**config.mk**
```make
export PLATFORM = sky130hd
export DESIGN_NAME = fetch_unit
export DESIGN_NICKNAME = d
export VERILOG_FILES = /design/src/rtl/fetch_unit.sv
export SDC_FILE = /design/constraint.sdc
export NUM_CORES = 1
export LEC_CHECK = 0
export BUFFER_PORTS_ARGS = -buffer_cell sky130_fd_sc_hd__buf_2
export CORE_MARGIN = 4
export CORE_UTILIZATION = 30
export CTS_BUF_LIST = sky130_fd_sc_hd__clkbuf_4
export CTS_CLUSTER_DIAMETER = 50
export DETAILED_ROUTE_END_ITERATION = 6
export GPL_TIMING_DRIVEN = 0
export PLACE_DENSITY = 0.54
export SLEW_MARGIN = 5
export SYNTH_ARGS = -nofsm -noshare
export SYNTH_HDL_FRONTEND = slang
export SYNTH_SLANG_ARGS = --single-unit
```
**constraint.sdc**
```tcl
create_clock -name clk -period 8.5 [get_ports clk]
set_input_delay 0 -clock clk [delete_from_list [all_inputs] [get_ports clk]]
set_output_delay 0 -clock clk [all_outputs]
set_load 0.02 [all_outputs]
```
**src/rtl/fetch_unit.sv**
```systemverilog
// Instruction fetch stage: issues one instruction-memory request at a time,
// delivers responses into the IF/ID register, and parks one response in a skid
// buffer when decode is stalled. A taken branch redirects the PC. A request
// that is still in flight when the branch arrives is drained, and its data is
// dropped.
//
// Memory handshake: imem_req is high in FETCH and DRAIN and low in HOLD.
// imem_addr (req_addr) stays constant while imem_req is high and no ack has
// arrived. An imem_ack strobe completes the current request. It is only
// honoured while imem_req is high, and imem_rdata is valid in the same cycle.
module fetch_unit #(
    parameter logic [63:0] RESET_PC = 64'h0
) (
    input  logic        clk,
    input  logic        reset,
    input  logic        stall_d,
    input  logic        br_taken,
    input  logic [63:0] br_target,
    output logic        imem_req,
    output logic [63:0] imem_addr,
    input  logic        imem_ack,
    input  logic [31:0] imem_rdata,
    output logic [31:0] instr_d,
    output logic [63:0] pc_d,
    output logic        valid_d,
    output logic [1:0]  fsm_state
);

    typedef enum logic [1:0] {
        FETCH = 2'd0,
        HOLD  = 2'd1,
        DRAIN = 2'd2
    } state_t;

    state_t      state, state_n;
    logic [63:0] pc, pc_n;
    logic [63:0] req_addr, req_addr_n;
    logic [31:0] skid_instr, skid_instr_n;
    logic [63:0] skid_pc, skid_pc_n;
    logic [31:0] instr_n;
    logic [63:0] pc_d_n;
    logic        valid_n;
    logic [63:0] pc_inc;
    logic        ack;
    logic        if_id_free;

    assign imem_req   = (state != HOLD);
    assign imem_addr  = req_addr;
    assign fsm_state  = state;
    assign pc_inc     = pc + 64'd4;   // wraps modulo 2^64
    assign ack        = imem_ack && imem_req;
    assign if_id_free = !valid_d || !stall_d;

    // Next-state, PC, skid buffer and IF/ID computation; branch overrides everything but reset.
    always_comb begin
        state_n      = state;
        pc_n         = pc;
        req_addr_n   = req_addr;
        skid_instr_n = skid_instr;
        skid_pc_n    = skid_pc;
        instr_n      = instr_d;
        pc_d_n       = pc_d;
        valid_n      = valid_d;

        if (br_taken) begin
            pc_n         = {br_target[63:2], 2'b00};
            valid_n      = 1'b0;
            skid_instr_n = 32'h0;
            skid_pc_n    = 64'h0;
            case (state)
                FETCH:   state_n = ack ? FETCH : DRAIN;
                HOLD:    state_n = FETCH;
                DRAIN:   state_n = DRAIN;
                default: state_n = FETCH;
            endcase
        end else begin
            case (state)
                FETCH: begin
                    if (ack) begin
                        pc_n = pc_inc;
                        if (if_id_free) begin
                            instr_n = imem_rdata;
                            pc_d_n  = req_addr;
                            valid_n = 1'b1;
                        end else begin
                            skid_instr_n = imem_rdata;
                            skid_pc_n    = req_addr;
                            state_n      = HOLD;
                        end
                    end else if (valid_d && !stall_d) begin
                        valid_n = 1'b0;
                    end
                end
                HOLD: begin
                    if (!stall_d) begin
                        instr_n = skid_instr;
                        pc_d_n  = skid_pc;
                        valid_n = 1'b1;
                        state_n = FETCH;
                    end
                end
                DRAIN: begin
                    // Stale response is dropped; the next FETCH cycle requests the new PC.
                    if (ack) state_n = FETCH;
                    if (valid_d && !stall_d) valid_n = 1'b0;
                end
                default: state_n = FETCH;
            endcase
        end

        // A new request starts on entry to FETCH or on any ack that stays in FETCH.
        if (state_n == FETCH && (state != FETCH || ack)) begin
            req_addr_n = pc_n;
        end
    end

    // State and datapath registers with asynchronous reset.
    always_ff @(posedge clk or posedge reset) begin
        if (reset) begin
            state      <= FETCH;
            pc         <= RESET_PC;
            req_addr   <= RESET_PC;
            skid_instr <= 32'h0;
            skid_pc    <= 64'h0;
            instr_d    <= 32'h0;
            pc_d       <= 64'h0;
            valid_d    <= 1'b0;
        end else begin
            state      <= state_n;
            pc         <= pc_n;
            req_addr   <= req_addr_n;
            skid_instr <= skid_instr_n;
            skid_pc    <= skid_pc_n;
            instr_d    <= instr_n;
            pc_d       <= pc_d_n;
            valid_d    <= valid_n;
        end
    end

endmodule

```
==> results.md <==
* Run status: complete, no violations
* Flops & latches, synth at 323
* Util after Layout at 41.7%
* First-pass GRT wire length at 80300 um
* Largest net degree at the start of global routing at 40
* Critical Path RT at 9.20 ns
* Ys flop type: dfrtp_1
* Num CTS Buffers at 95
* DRC at 0
* Synthesized area per cell at 9.73 sq um
* Setup violators final at 0
* Clock buffer depth at 3
* Iteration-0 DRC Markers at about 800
* Max Slew Vio Count at 0
* Hold Crit Depth at 4
* Post_cts resized at 0
* DRT Pass-1 Iters at 5
* # H-tree levels at 3
* Worst Tran Pin Value at 1.35 ns
* Area Growth Syn to Fin at 37.6%
* Site row count at 81
* Net count after synthesis at about 1600
* Cells after synthesis at between 1500 and 2000
* Yosys top cell area share at 54.7%
* CTS clk-pin slew, worst paths at 0.06 ns
* Gpl congestion at 0.841
* Final Hold Vio Count at 0
* PwrDens at 271 mW/mm^2
* Async SR Flop Fraction at 100%
* Vias at 13600
* Final period util at 45.4%
* FF-to-FF End: pc_d[28]
* Reported max-cap violation count at 0
* Synth Cell Area at 0.0148 sq mm
* Critical R2R Launch: fsm_state[0]
* CP startpoint kind: flop
* Clk_lat worst skew at 0.83 ns
* Antenna Nets Post-Route at 0
* Critical path type: flop to flop
* I/O pin count at 265
* WP data arrival at 4.56 ns
* Critical Path Sink Type: flop
* Chip width at 230 um
* Fillers at 4890
* Via count of the first global-routing pass at 14200
* Post-route minimum period at 3.86 ns
* Gr usage total at ~19%
* Port bufs at 262
* Hold Crit Class: input port to flop
* Area taken by multi-input logic gates at 0.00629 sq mm
* CTS tree: built
* RSZ-0062 raised after global routing: false
* Antenna violations before repair at 3
* Flop-to-flop setup slack at 4.64 ns
* Starting Density at roughly 30%
* Static leakage at 8.93 nW
* Ys Warns at 0
* Worst Skew at between 0.05 and 0.06 ns
* Die Height at about 230 um
* Unique cell type count in the Yosys netlist at approximately 60
* Post-DP HPWL at 36400 um
* Hold EP: pc[62]
* Clock tree root driver cell: clkbuf_4
* DR vias/cell at 4.82
* Setup TNS at 0 ns
* Worst R2R Path Depth at 12
* Synth area leaders: dfrtp_1, nand2_1, mux2i_1
* Routed WL per cell at 18.2 um
* Sequential cell area fraction in the yosys report at a little over half
* DIE AREA at around 0.053 sq mm
* Hold_ws at 0.0805 ns
* CTS sink count at 323
* Achievable Freq at 259 MHz
* Number of synthesized flops with an enable pin at 0
* Peak VDD IR at roughly 0.16 mV
* Layout cells sized above 1 at 23.0%
* Synth area leader: dfrtp_1
* Worst Hold Launch: br_target[62]
* Post-CTS Setup Bufs at 0
* Slew HR at 10.1%
* Core ar. at between 0.04 and 0.05 sq mm
* Total power at 0.00550 W
* Final wirelength at between 50000 and 60000 um
* NumNets Final at 2198
* Congestion Overflow GR at 0
* CP max FO at 12
* Hold Buf Count CTS at 203
* FF+latch area at ~0.0081 sq mm
==> synth_stat cells (13+ instances only) <==
cell / number
nor3_1: 16
a21oi_1: 119
nor2_1: 50
nor4_1: 13
mux2_2: 38
nor2b_1: 20
buf_1: 21
dfrtp_1: 323
nand4_1: 28
nand2_1: 390
mux2i_1: 101
nand3_1: 29
inv_1: 13
xnor2_1: 24
xor2_1: 15
clkbuf_1: 62
o21ai_0: 124
==> worst max path at each step <==
stage | start | slack [ns] | end
floorplan | reset | 4.19 | fsm_state[0]
global placement | reset | 2.03 | pc_d[43]
detailed placement | fsm_state[0] | 4.65 | pc_d[41]
CTS | fsm_state[0] | 4.59 | pc_d[31]
global route | fsm_state[0] | 4.32 | pc_d[28]
finish | fsm_state[0] | 4.64 | pc_d[28]
==> state kept, by name, indices dropped and copies added (netlist names) <==
| signal | count |
|---|---|
| fsm_state | 2 |
| imem_addr | 64 |
| instr_d | 32 |
| pc | 64 |
| pc_d | 64 |
| skid_instr | 32 |
| skid_pc | 64 |
| valid_d | 1 |
==> placed cells by master (no fill, tap or decap), drive strengths merged, types with 4 or more instances in the layout <==
| cell | Yosys | layout |
|---|---|---|
| nand2b | 5 | 5 |
| nand3 | 31 | 31 |
| clkinv | 0 | 20 |
| a31oi | 10 | 10 |
| nand4 | 29 | 29 |
| nor3 | 19 | 19 |
| diode | 0 | 7 |
| ha | 5 | 5 |
| mux2i | 101 | 101 |
| a21oi | 119 | 119 |
| inv | 13 | 13 |
| o21ai | 131 | 131 |
| nor4 | 17 | 17 |
| or2 | 4 | 4 |
| and3 | 12 | 12 |
| nor2b | 20 | 20 |
| a21bo | 4 | 4 |
| or4 | 5 | 5 |
| dlygate4sd3 | 0 | 203 |
| xnor2 | 24 | 24 |
| clkbuf | 62 | 202 |
| o31ai | 6 | 6 |
| mux2 | 41 | 41 |
| nor2 | 50 | 50 |
| a22oi | 8 | 8 |
| xor2 | 15 | 15 |
| dfrtp | 323 | 323 |
| buf | 32 | 304 |
| nand2 | 390 | 390 |
| or3 | 4 | 4 |
| and4 | 5 | 5 |
==> power by group <==
part           switching (W)  total (W)  leakage, nW  internal (W)
registers           0.000351    0.00228         4.09       0.00193
clock network       0.000692    0.00147        0.708      0.000776
logic                0.00111    0.00176         4.13      0.000646
total                0.00215    0.00550         8.93       0.00335
==> cell families (layout without fill, tap and decap cells) <==
| family | after synthesis | count (layout) | share of synthesized area [%] |
|---|---|---|---|
| simple gates | 599 | 599 | 18.4 |
| flops | 323 | 323 | 54.7 |
| compound gates | 305 | 305 | 11.4 |
| mux | 142 | 142 | 9.96 |
| buf+inv | 107 | 744 | 2.81 |
| xor+xnor | 39 | 39 | 2.31 |
| fa+ha+maj | 5 | 5 | 0.423 |
| other cells | 0 | 7 | 0 |
==> critical path, stage by stage (launching register included) <==
cell and delay, ns:
dfrtp_1 0.44, inv_1 0.09, ha_1 0.19, buf_2 0.18
nand3b_4 0.16, o21ai_0 0.09, nor2b_1 0.13, o21bai_1 0.21
buf_2 0.54, clkbuf_1 1.04, clkbuf_1 0.43, nand2_1 0.09
o21ai_0 0.11
==> layout make-up <==
type | count | area share (%)
tap | 664 | 4.08
multi-input combinational | 1090 | 30.9
inverter | 13 | 0.258
clock buffer | 140 | 5.16
antenna | 7 | 0.0861
sequential | 323 | 39.7
timing repair buffer | 475 | 17.4
clock inverter | 22 | 0.572
buffer | 94 | 1.80
==> metrics by stage <==
| stage | worst slack, ns | cells | instance area, sq um |
|---|---|---|---|
| after floorplan | 4.19 | 1520 | 14800 |
| after global placement | 2.03 | 2446 | 16900 |
| after detailed placement | 4.65 | 2456 | 17100 |
| after CTS | 4.59 | 2821 | 20300 |
| after global routing | 4.32 | 2826 | 20300 |
| final | 4.64 | 2828 | 20400 |
==> layer usage <==
metal	vias up	routed length [um]	GRT usage (%)
met5	-	0	0
li1	6449	-	-
met2	411	24100	31.1
met1	6670	23400	25.8
met3	89	2610	4.30
met4	0	1190	6.33
Power figures use the tool's default switching activity.
